==> src/rtl/fetch_unit.sv <==
// Instruction fetch stage: owns the PC, issues single-outstanding word reads to
// instruction memory, buffers {pc, word} pairs in a small FIFO and hands them to decode.
module fetch_unit #(
    parameter logic [31:0] RESET_PC   = 32'h0000_0000,
    parameter int          FIFO_DEPTH = 2
) (
    input  logic        clk,
    input  logic        rst_n,
    output logic        imem_req_valid,
    input  logic        imem_req_ready,
    output logic [31:0] imem_req_addr,
    input  logic        imem_rsp_valid,
    input  logic [31:0] imem_rsp_data,
    input  logic        redirect_valid,
    input  logic [31:0] redirect_pc,
    output logic        instr_valid,
    input  logic        instr_ready,
    output logic [31:0] instr,
    output logic [31:0] instr_pc
);

    localparam int PTR_W = (FIFO_DEPTH > 1) ? $clog2(FIFO_DEPTH) : 1;
    localparam int CNT_W = PTR_W + 1;

    typedef enum logic [1:0] {IDLE, REQ, WAIT, DROP} state_t;

    state_t             state, state_nxt;
    logic [31:0]        pc, pc_nxt;
    logic [31:0]        req_addr, req_addr_nxt;
    logic [31:0]        inflight_pc, inflight_pc_nxt;
    logic               kill, kill_nxt;
    logic [31:0]        fifo_pc   [FIFO_DEPTH];
    logic [31:0]        fifo_data [FIFO_DEPTH];
    logic [PTR_W-1:0]   rd_ptr, wr_ptr;
    logic [CNT_W-1:0]   count, count_nxt;
    logic               handshake, push, pop, has_space_nxt;
    logic [31:0]        redirect_aligned;

    assign redirect_aligned = redirect_pc & ~32'h3;
    assign handshake        = (state == REQ) && imem_req_ready;
    assign instr_valid      = (count != '0);
    // A redirect flushes the buffer, so neither push nor pop takes effect that cycle.
    assign push             = (state == WAIT) && imem_rsp_valid && !redirect_valid;
    assign pop              = instr_valid && instr_ready && !redirect_valid;
    assign count_nxt        = redirect_valid ? '0 : count + CNT_W'(push) - CNT_W'(pop);
    assign has_space_nxt    = (count_nxt < CNT_W'(FIFO_DEPTH));

    assign imem_req_valid   = (state == REQ);
    assign imem_req_addr    = imem_req_valid ? req_addr : '0;
    assign instr            = instr_valid ? fifo_data[rd_ptr] : '0;
    assign instr_pc         = instr_valid ? fifo_pc[rd_ptr]   : '0;

    always_comb begin
        state_nxt       = state;
        pc_nxt          = pc;
        req_addr_nxt    = req_addr;
        inflight_pc_nxt = inflight_pc;
        kill_nxt        = kill;
        case (state)
            IDLE: begin
                if (redirect_valid) begin
                    pc_nxt       = redirect_aligned;
                    req_addr_nxt = redirect_aligned;
                    state_nxt    = REQ;
                end else if (count < CNT_W'(FIFO_DEPTH)) begin
                    req_addr_nxt = pc;
                    state_nxt    = REQ;
                end
            end
            REQ: begin
                if (handshake) inflight_pc_nxt = req_addr;
                // The request cannot be withdrawn; a pending kill turns its response into a drop.
                if (redirect_valid) begin
                    pc_nxt = redirect_aligned;
                    if (handshake) begin
                        state_nxt = DROP;
                        kill_nxt  = 1'b0;
                    end else begin
                        kill_nxt  = 1'b1;
                    end
                end else if (handshake) begin
                    if (kill) begin
                        state_nxt = DROP;
                        kill_nxt  = 1'b0;
                    end else begin
                        pc_nxt    = pc + 32'd4;
                        state_nxt = WAIT;
                    end
                end
            end
            WAIT: begin
                if (redirect_valid) begin
                    pc_nxt = redirect_aligned;
                    if (imem_rsp_valid) begin
                        req_addr_nxt = redirect_aligned;
                        state_nxt    = REQ;
                    end else begin
                        state_nxt    = DROP;
                    end
                end else if (imem_rsp_valid) begin
                    if (has_space_nxt) begin
                        req_addr_nxt = pc;
                        state_nxt    = REQ;
                    end else begin
                        state_nxt    = IDLE;
                    end
                end
            end
            DROP: begin
                if (redirect_valid) pc_nxt = redirect_aligned;
                if (imem_rsp_valid) begin
                    req_addr_nxt = redirect_valid ? redirect_aligned : pc;
                    state_nxt    = REQ;
                end
            end
            default: state_nxt = IDLE;
        endcase
    end

    always_ff @(posedge clk or negedge rst_n) begin
        if (!rst_n) begin
            state  <= IDLE;
            pc     <= RESET_PC & ~32'h3;
            kill   <= 1'b0;
            count  <= '0;
            rd_ptr <= '0;
            wr_ptr <= '0;
        end else begin
            state <= state_nxt;
            pc    <= pc_nxt;
            kill  <= kill_nxt;
            count <= count_nxt;
            if (redirect_valid) begin
                rd_ptr <= '0;
                wr_ptr <= '0;
            end else begin
                if (push) wr_ptr <= wr_ptr + PTR_W'(1);
                if (pop)  rd_ptr <= rd_ptr + PTR_W'(1);
            end
        end
    end

    // Datapath registers carry no reset; outputs are gated by their valids instead.
    always_ff @(posedge clk) begin
        req_addr    <= req_addr_nxt;
        inflight_pc <= inflight_pc_nxt;
        if (push) begin
            fifo_pc[wr_ptr]   <= inflight_pc;
            fifo_data[wr_ptr] <= imem_rsp_data;
        end
    end

endmodule
==> config.mk <==
export PLATFORM = sky130hd
export DESIGN_NAME = fetch_unit
export DESIGN_NICKNAME = d
export VERILOG_FILES = /design/src/rtl/fetch_unit.sv
export SDC_FILE = /design/constraint.sdc
export NUM_CORES = 1
export LEC_CHECK = 0
export BUFFER_PORTS_ARGS = -buffer_cell sky130_fd_sc_hd__clkbuf_2
export CAP_MARGIN = 20
export CELL_PAD_IN_SITES_DETAIL_PLACEMENT = 0
export CELL_PAD_IN_SITES_GLOBAL_PLACEMENT = 1
export CORE_MARGIN = 4
export CORE_UTILIZATION = 51
export CTS_BUF_LIST = sky130_fd_sc_hd__clkbuf_4
export CTS_CLUSTER_DIAMETER = 50
export CTS_CLUSTER_SIZE = 12
export DETAILED_ROUTE_END_ITERATION = 6
export GPL_TIMING_DRIVEN = 0
export PLACE_DENSITY = 0.91
export SETUP_SLACK_MARGIN = 0.05
export SLEW_MARGIN = 40
export SYNTH_ARGS = -nofsm -noshare
export SYNTH_HDL_FRONTEND = slang
export SYNTH_SLANG_ARGS = --single-unit
==> constraint.sdc <==
create_clock -name clk -period 15.1 [get_ports clk]
set_input_delay 0 -clock clk [delete_from_list [all_inputs] [get_ports clk]]
set_output_delay 0 -clock clk [all_outputs]
set_load 0.005 [all_outputs]
==> metrics.yaml, run 1 <==
hold_class: "in2reg"
crit_fanout: 13
antenna_found_initial: 1
routed_wl_mm: 22.2
synth.net_count: 775
setup_ws_ns: 11.18
grt_pass1_vias: 6764
routed_via_density: 5.40
initial_core_util: 0.521
drive_gt1_frac: 0.264
fp.dieArea_mm2: 0.0214
drc: 0
syn_area_mm2: 0.00977
fin_crit_sh: 0.260
arrival_ns: 4.25
clock_sinks: 231
r2r-start: "state[0]"
required_ns: 15.43
synth.most_common_cell: "edfxtp_1"
hp-start: "imem_rsp_data[26]"
critPathLaunch: "redirect_valid"
final_nets: 1045
path_clk_slew_ns: 0.13
synth_edf_count: 192
synth_warnings: 0
vdd_drop_max_v: 0.0000717
utilization: 0.647
yosysUniqueCellTypes: 48
cts_tree: "yes"
clockBufferDepth: 3
relSlewSlack: 0.488
syn_area_per_cell_um2: 14.0
drt.antenna.violating_nets: 0
p_leak_nw: 4.60
die_h_um: 146
rsz0062_at_grt: "no"
timing.final.crit_period_ns: 3.92
cts-hold-fix-buffers: 69
status: "finished clean"
tns_ns: 0
cts_root_buf: "clkbuf_4"
fmax_ghz: 0.255
synth_top_cell_by_area: "edfxtp_1"
die_w_um: 146
cts_buffers: 25
wl_per_cell_um: 18.2
post-place-ws_ns: 11.08
core_mm2: 0.0188
end_kind: "flip-flop"
drt_iter0_drc: 439
tightestPinTransition_ns: 0.765
post-cts-setup-buffer-count: 0
gp_congestion: 0.930
start_kind: "primary input"
drv_slew: 0
area_growth_pct: 24.2
dp_hpwl_mm: 15.8
clkLatencyLatePin_ns: 0.63
netlist_top_cells_count: "edfxtp_1, nor2_1, mux2i_1, dfrtp_1, and2_1"
grt_first_pass_wirelength_mm: 36.1
grt_max_degree: 40
rows: 50
grt_overflow: 0
hold_viol: 0
track_usage: 0.208
crit_type: "in2reg"
cts-htree-levels: 1
synth_top_area_share: 0.590
num_vias: 6593
ys.flop_type: "edfxtp_1"
ys_ff_latch: 231
synthTopCellsByArea: "edfxtp_1, dfrtp_1, mux2i_1"
setup_viol: 0
cap_violations: 0
clock_skew_ns: 0.0292
post_cts_resized: 0
drtPass1Iterations: 5
syn_inst: 697
synth-seq-area-share: 0.690
port_buffers: 165
p_per_area_mw_per_mm2: 143
ios: 168
postSynth.asyncResetShare: 0.169
==> critical path, cell delays in order <==
cell	delay (ns)
dlygate4sd3_1	0.53
clkbuf_2	0.15
buf_2	0.28
clkbuf_1	0.43
clkbuf_1	0.45
clkbuf_1	0.36
nor2_1	0.10
ha_1	0.29
inv_1	0.04
ha_1	0.17
xnor3_1	0.19
or2_2	0.13
nand2_1	0.09
a211oi_4	0.51
buf_4	0.30
buf_4	0.23
==> final timing paths <==
path	to	slack [ns]	cells after the start
worst max-delay path	req_addr[18]	11.18	16
worst min-delay path	fifo_data[1][26]	0.1	2
worst max register to register	req_addr[18]	11.51	13
worst min register to register	inflight_pc[2]	0.45	0
max in group asynchronous	pc[3]	14.46	4
min in group asynchronous	pc[13]	0.41	4
==> per-layer routing <==
layer	GRT usage	routed length [um]	up-vias
met5	0	0	-
met4	0.0494	351	0
met3	0.0310	1240	32
met2	0.350	10700	239
met1	0.289	9930	3170
li1	-	-	3152
==> stage by stage <==
stage | hold slack (ns) | instances | instance area (um2) | power [W]
after global placement | 0.189 | 1096 | 10900 | 0.00140
after global routing | 0.0357 | 1221 | 12100 | 0.00184
after detailed placement | 0.0708 | 1105 | 11100 | 0.00143
final | 0.0981 | 1221 | 12100 | 0.00174
after CTS | 0.0475 | 1220 | 12100 | 0.00175
after floorplan | -0.296 | 697 | 9770 | 0.00122
==> flip-flops by register name, indices dropped and copies added, names as in the netlist <==
register and flops:
req_addr 32, count 2, fifo_pc 64, pc 32, kill 1, wr_ptr 1, state 2, fifo_data 64
inflight_pc 32, rd_ptr 1
==> final cells by class <==
cell class	instances	area, um2
Clock inverter	10	52.6
Inverter	17	63.8
Fill cell	1399	6630
Multi-Input combinational cell	410	2840
Timing Repair Buffer	243	1710
Clock buffer	36	270
Buffer	39	159
Tap cell	234	293
Antenna cell	1	2.50
Sequential cell	231	6740
==> logic make-up after synthesis <==
logic type / share of synthesized area
AO/OA/AOI/OAI: 0.0479
flip-flops: 0.690
AND/OR/NAND/NOR: 0.127
XOR/XNOR: 0.00589
multiplexers: 0.0959
buffers and inverters: 0.0227
adder cells (fa/ha/maj): 0.0102
==> cell usage in the layout, fill, tap and decap left out, types with 7 or more instances in the layout <==
master and count:
mux2i_1 70, a21oi_1 7, clkbuf_4 37, o21ai_0 17, mux2_2 21, buf_2 9, dfrtp_1 39, and2_1 36
and3_1 8, o31ai_1 9, and4_1 8, dlygate4sd3_1 68, nor4_1 7, clkbuf_2 165, clkbuf_1 23, nor3_1 23
ha_1 8, edfxtp_1 192, inv_1 17, nand2_1 26, a311oi_1 16, nor2_1 93
==> where the power goes <==
part	internal (W)	switching (W)
combinational	0.000199	0.000277
clock	0.000113	0.000197
sequential	0.000862	0.0000886
total	0.00117	0.000563
Note: power is estimated with default switching activity, not from simulation.
==> inputs of run 2 (changes only) <==
CORE_UTILIZATION = 47   (was 51)
PLACE_DENSITY = 0.85   (was 0.91)
clock period = 3.8 ns   (was 15.1 ns; I/O delays follow)
==> metrics.yaml, run 2 (synthesis results as in run 1) <==
hold_class: "in2reg"  # unchanged
cts_root_buf: "clkbuf_4"  # unchanged
die_w_um: 152  # was 146 um
rsz0062_at_grt: "no"  # unchanged
p_leak_nw: 4.70  # was 4.60 nW
cts-htree-levels: 1  # unchanged
fp.dieArea_mm2: 0.0232  # was 0.0214 mm2
setup_viol: 0  # unchanged
multi_input_area_mm2: 0.00284  # unchanged
grt_max_degree: 40  # unchanged
path_clk_slew_ns: 0.12  # was 0.13 ns
post-place-ws_ns: -0.311  # was 11.08 ns
cp_common_cell: "ha_1"  # was clkbuf_1
seq_area_mm2: 0.00674  # unchanged
fin_hold_ws_ns: 0.0579  # was 0.0981 ns
p_per_area_mw_per_mm2: 572  # was 143 mW/mm2
clockBufferDepth: 3  # unchanged
hp-start: "imem_rsp_data[22]"  # was imem_rsp_data[26]
rr_worst_depth: 13  # unchanged
final_common_cell: "edfxtp_1"  # unchanged
area_growth_pct: 27.0  # was 24.2%
num_vias: 6606  # was 6593
path_cells: "inv_1 -> ha_1 -> nand2_1 -> or2_2 -> ha_1 -> inv_1 -> ha_1 -> xnor3_1 -> or2_2 -> nand2_1 -> a211oi_4 -> buf_4 -> buf_6"  # was dlygate4sd3_1 -> clkbuf_2 -> buf_2 -> clkbuf_1 -> clkbuf_1 -> clkbuf_1 -> nor2_1 -> ha_1 -> inv_1 -> ha_1 -> xnor3_1 -> or2_2 -> nand2_1 -> a211oi_4 -> buf_4 -> buf_4
clkLatencyLatePin_ns: 0.68  # was 0.63 ns
setup_ws_ns: 0.521  # was 11.18 ns
cpPeakStageDelay_ns: 0.43  # was 0.53 ns
power_switching_share: 0.327  # was 0.324
routed_wl_mm: 22.5  # was 22.2 mm
gp_congestion: 0.928  # was 0.930
cts_tree: "yes"  # unchanged
drt.antenna.violating_nets: 0  # unchanged
r2r-start: "state[0]"  # unchanged
port_buffers: 165  # unchanged
crit_fanout: 12  # was 13
post_cts_resized: 0  # unchanged
clock_skew_ns: 0.0273  # was 0.0292 ns
required_ns: 4.19  # was 15.43 ns
status: "finished clean"  # unchanged
clock_sinks: 231  # unchanged
tightestPinTransition_ns: 0.753  # was 0.765 ns
initial_core_util: 0.480  # was 0.521
ios: 168  # unchanged
grt_overflow: 0  # unchanged
wl_per_cell_um: 17.7  # was 18.2 um
dp_hpwl_mm: 15.9  # was 15.8 mm
slowest_stage: "dfrtp_1"  # was dlygate4sd3_1
grt_first_pass_wirelength_mm: 35.8  # was 36.1 mm
drtPass1Iterations: 5  # unchanged
start_kind: "flip-flop"  # was primary input
rows: 52  # was 50
arrival_ns: 3.67  # was 4.25 ns
drc: 0  # unchanged
utilization: 0.609  # was 0.647
grt_pass1_vias: 6470  # was 6764
pwr-share-comb: 0.277  # was 0.274
drt_iter0_drc: 483  # was 439
critPathLaunch: "state[0]"  # was redirect_valid
core_mm2: 0.0204  # was 0.0188 mm2
min_path_cells: 2  # unchanged
p_sw_w: 0.00232  # was 0.000563 W
vdd_drop_max_v: 0.000253  # was 0.0000717 V
crit_type: "reg2reg"  # was in2reg
routed_via_density: 5.19  # was 5.40
antenna_found_initial: 1  # unchanged
drive_gt1_frac: 0.271  # was 0.264
die_h_um: 152  # was 146 um
track_usage: 0.191  # was 0.208
power_frac_seq: 0.532  # was 0.547
final_nets: 1059  # was 1045
fillers: 1640  # was 1399
timing.final.crit_period_ns: 3.28
fmax_ghz: 0.305
end_kind: "flip-flop"  # unchanged
layout_common_cells: "edfxtp_1, clkbuf_2, nor2_1, dlygate4sd3_1, mux2i_1"  # was edfxtp_1, clkbuf_2, nor2_1, mux2i_1, dlygate4sd3_1
fin_crit_sh: 0.863
relSlewSlack: 0.498  # was 0.488
internal_power_w: 0.00478  # was 0.00117 W
drv_slew: 0  # unchanged
clock_power_share: 0.190  # was 0.178
cap_violations: 0  # unchanged
cts_buffers: 27  # was 25
hold_viol: 0  # unchanged
largestRegisters: "fifo_data x64, fifo_pc x64"  # unchanged
## run 2: cell count changes in the layout (fill, tap and decap cells not counted), moves of 3 or more
cell | previous run | this run
buf_16 | 5 | 9
buf_4 | 2 | 5
dlygate4sd3_1 | 68 | 74
clkbuf_4 | 37 | 40
## run 2: routing by layer
metal	up-vias	part of all wire	global-route usage	wire length (um)
li1	3179	-	-	-
met1	3138	0.42	0.260	9510
met2	252	0.49	0.325	11100
met3	37	0.063	0.0352	1420
met4	0	0.021	0.0411	471
met5	-	0	0	0
## run 2: cell type report
class | count | area share
Clock inverter | 11 | 0.00645
Multi-Input combinational cell | 410 | 0.229
Timing Repair Buffer | 255 | 0.152
Antenna cell | 1 | 0.000202
Inverter | 17 | 0.00514
Clock buffer | 39 | 0.0236
Buffer | 39 | 0.0128
Tap cell | 270 | 0.0272
Sequential cell | 231 | 0.543
## run 2: path summary, 6_finish.rpt
path	endpoint	slack, ns
setup / recovery	req_addr[13]	0.52
hold / removal	fifo_data[1][22]	0.06
setup reg to reg	req_addr[13]	0.52
hold reg to reg	fifo_pc[1][13]	0.45
max in group asynchronous	pc[9]	3.18
min in group asynchronous	count[1]	0.40
## run 2: critical path, delay by kind of cell (launching register included)
kind            cells  cell delay [ns]
simple gates        4             0.70
flops               1             0.43
buf+inv             4             0.60
xor+xnor            1             0.20
fa+ha+maj           3             0.75
compound gates      1             0.33
## run 2: power groups by stage
stage | registers (W) | clock network [W] | logic (W)
3_3_place_gp | 0.00383 | 0 | 0.00176
5_1_grt | 0.00385 | 0.00152 | 0.00218
3_5_place_dp | 0.00383 | 0 | 0.00187
2_1_floorplan | 0.00371 | 0 | 0.00112
6_report | 0.00378 | 0.00135 | 0.00197
4_1_cts | 0.00377 | 0.00140 | 0.00195
## run 2: repair_timing
item                                    4_1_cts  5_1_grt
hold buffers                                 75        0
setup buffers                                 0        4
endpoints found under the setup margin        0       12
hold endpoints to repair                    195        0
## run 2: stage by stage
stage | power [W] | instance area [um2] | TNS [ns] | instances
4_1_cts | 0.00711 | 12400 | 0 | 1268
3_3_place_gp | 0.00559 | 10900 | -305.95 | 1132
3_5_place_dp | 0.00570 | 11200 | -5.11 | 1143
5_1_grt | 0.00755 | 12400 | 0 | 1273
2_1_floorplan | 0.00483 | 9780 | -58.72 | 697
6_report | 0.00709 | 12400 | 0 | 1273
==> inputs of run 3 (changes only) <==
CORE_ASPECT_RATIO = 0.9   (was not set)
==> metrics.yaml, run 3 (synthesis results as in run 1) <==
status: "finished clean"  # unchanged
vdd_drop_max_v: 0.000283  # was 0.000253 V
routed_wl_mm: 22.5  # about the same
num_vias: 6564  # was 6606
drt.antenna.violating_nets: 0  # unchanged
clkLatencyLatePin_ns: 0.66  # was 0.68 ns
rows: 49  # was 52
cp_common_cell: "ha_1"  # unchanged
r2r_end: "req_addr[15]"  # was req_addr[13]
endpoint: "req_addr[15]"  # was req_addr[13]
drtPass1Iterations: 6  # was 5
cts-htree-levels: 1  # unchanged
dp_hpwl_mm: 15.9  # about the same
clock_sinks: 231  # unchanged
drc: 0  # unchanged
port_buffers: 165  # unchanged
fmax_ghz: 0.299  # was 0.305 GHz
die_h_um: 145  # was 152 um
required_ns: 4.17  # was 4.19 ns
end_kind: "flip-flop"  # unchanged
placed_cells: 1126  # was 1143
cap_violations: 0  # unchanged
ios: 168  # unchanged
crit_fanout: 13  # was 12
clock_skew_ns: 0.0344  # was 0.0273 ns
p_per_area_mw_per_mm2: 580  # was 572 mW/mm2
p_leak_nw: 4.64  # was 4.70 nW
setup_ws_ns: 0.457  # was 0.521 ns
track_usage: 0.193  # was 0.191
final_common_cell: "edfxtp_1"  # unchanged
hold_class: "in2reg"  # unchanged
layout.cells.non_filler: 1244  # was 1273
core_mm2: 0.0202  # was 0.0204 mm2
post_cts_resized: 0  # unchanged
cts_tree: "yes"  # unchanged
grt_first_pass_wirelength_mm: 35.6  # was 35.8 mm
initial_core_util: 0.483  # was 0.480
largestRegisters: "fifo_data x64, fifo_pc x64"  # unchanged
arrival_ns: 3.72  # was 3.67 ns
slowest_stage: "dfrtp_1"  # unchanged
layout_common_cells: "edfxtp_1, clkbuf_2, nor2_1, dlygate4sd3_1, mux2i_1"  # unchanged
critPathLaunch: "state[0]"  # unchanged
final_nets: 1053  # was 1059
hold_viol: 0  # unchanged
cpPeakStageDelay_ns: 0.43  # about the same
antennaDiodeCount: 0  # was 1
grt_overflow: 0  # unchanged
path_clk_slew_ns: 0.12  # about the same
timing.final.crit_period_ns: 3.34  # was 3.28 ns
wl_per_cell_um: 18.1  # was 17.7 um
fp.dieArea_mm2: 0.0232  # about the same
rr_worst_depth: 13  # unchanged
start_kind: "flip-flop"  # unchanged
tns_ns: 0  # unchanged
grt_pass1_vias: 6464  # was 6470
gp_congestion: 0.915  # was 0.928
r2r-start: "state[0]"  # unchanged
drive_gt1_frac: 0.265  # was 0.271
rsz0062_at_grt: "no"  # unchanged
area_growth_pct: 25.4  # was 27.0%
relSlewSlack: 0.487  # was 0.498
grt_max_degree: 40  # unchanged
setup_viol: 0  # unchanged
path_cells: "inv_1 -> ha_1 -> nand2_1 -> or2_2 -> ha_1 -> inv_1 -> ha_1 -> xnor3_1 -> or2_2 -> nand2_1 -> a211oi_4 -> buf_4 -> buf_4"  # was inv_1 -> ha_1 -> nand2_1 -> or2_2 -> ha_1 -> inv_1 -> ha_1 -> xnor3_1 -> or2_2 -> nand2_1 -> a211oi_4 -> buf_4 -> buf_6
crit_type: "reg2reg"  # unchanged
clockBufferDepth: 3  # unchanged
cts_root_buf: "clkbuf_4"  # unchanged
routed_via_density: 5.28  # was 5.19
tightestPinTransition_ns: 0.769  # was 0.753 ns
post-place-ws_ns: -0.317  # was -0.311 ns
drv_slew: 0  # unchanged
fin_crit_sh: 0.880  # was 0.863
ff2ff_setup_slack_ns: 0.46  # was 0.52 ns
drt_iter0_drc: 486  # was 483
die_w_um: 160  # was 152 um
antenna_found_initial: 0  # was 1
utilization: 0.606  # was 0.609
cts_buffers: 27  # unchanged
[run 3: cell count changes in the layout (fill, tap and decap cells not counted), moves of 2 or more]
| cell | change |
|---|---|
| bufinv_16 | +2 |
| buf_16 | -4 |
| clkbuf_4 | -7 |
| clkinv_2 | -2 |
| dlygate4sd3_1 | -3 |
| clkinvlp_4 | -2 |
| buf_8 | +2 |
[run 3: how the worst min path moves through the flow]
stage	start	end	slack (ns)	depth (start not counted)
6_report	imem_rsp_data[23]	fifo_data[0][23]	0.09	2
5_1_grt	imem_rsp_data[23]	fifo_data[1][23]	0.01	2
4_1_cts	imem_rsp_data[23]	fifo_data[1][23]	0.02	2
3_5_place_dp	rst_n	pc[14]	0.07	1
3_3_place_gp	imem_rsp_data[30]	fifo_data[1][30]	0.19	1
2_1_floorplan	rst_n	count[0]	-0.30	0
[run 3: through the flow]
stage / area, um2 / hold slack, ns / total power (W)
6_report: 12300 / 0.0902 / 0.00711
5_1_grt: 12300 / 0.0119 / 0.00754
4_1_cts: 12200 / 0.0150 / 0.00713
3_5_place_dp: 11100 / 0.0689 / 0.00568
3_3_place_gp: 10900 / 0.189 / 0.00558
2_1_floorplan: 9780 / -0.296 / 0.00483
[run 3: metal layers]
layer  up-vias  wire length, um  track usage
met4         0              357       0.0435
met1      3124            10200        0.272
li1       3170                -            -
met3        34             1480       0.0394
met2       236            10500        0.316
met5         -                0            0
[run 3: report_power, final]
part           internal (W)  switching, W  leakage [nW]  total (W)
clock network      0.000559      0.000836         0.207    0.00140
registers           0.00342      0.000349          2.23    0.00377
logic              0.000826       0.00111          2.20    0.00194
total               0.00481       0.00230          4.64    0.00711
[run 3: what timing repair did]
| item | in CTS | in global routing |
|---|---|---|
| hold buffers | 72 | 0 |
| buffers inserted | 0 | 3 |
| hold endpoints to repair | 186 | 0 |
| endpoints found under the setup margin | 0 | 11 |
[run 3: critical path, delay by kind of cell, from the launching register on]
kind / cells / cell delay (ns)
fa+ha+maj: 3 / 0.76
simple gates: 4 / 0.71
buf+inv: 4 / 0.65
flops: 1 / 0.43
compound gates: 1 / 0.32
xor+xnor: 1 / 0.19
[run 3: cell type report]
| type | count | area, um2 |
|---|---|---|
| flip-flops and latches | 231 | 6740 |
| clock buffers | 32 | 240 |
| multi-input cells | 410 | 2840 |
| fillers | 1613 | 7980 |
| plain buffers | 39 | 159 |
| clock inverters | 11 | 125 |
| inverters | 17 | 63.8 |
| well taps | 255 | 319 |
| repair buffers | 249 | 1760 |
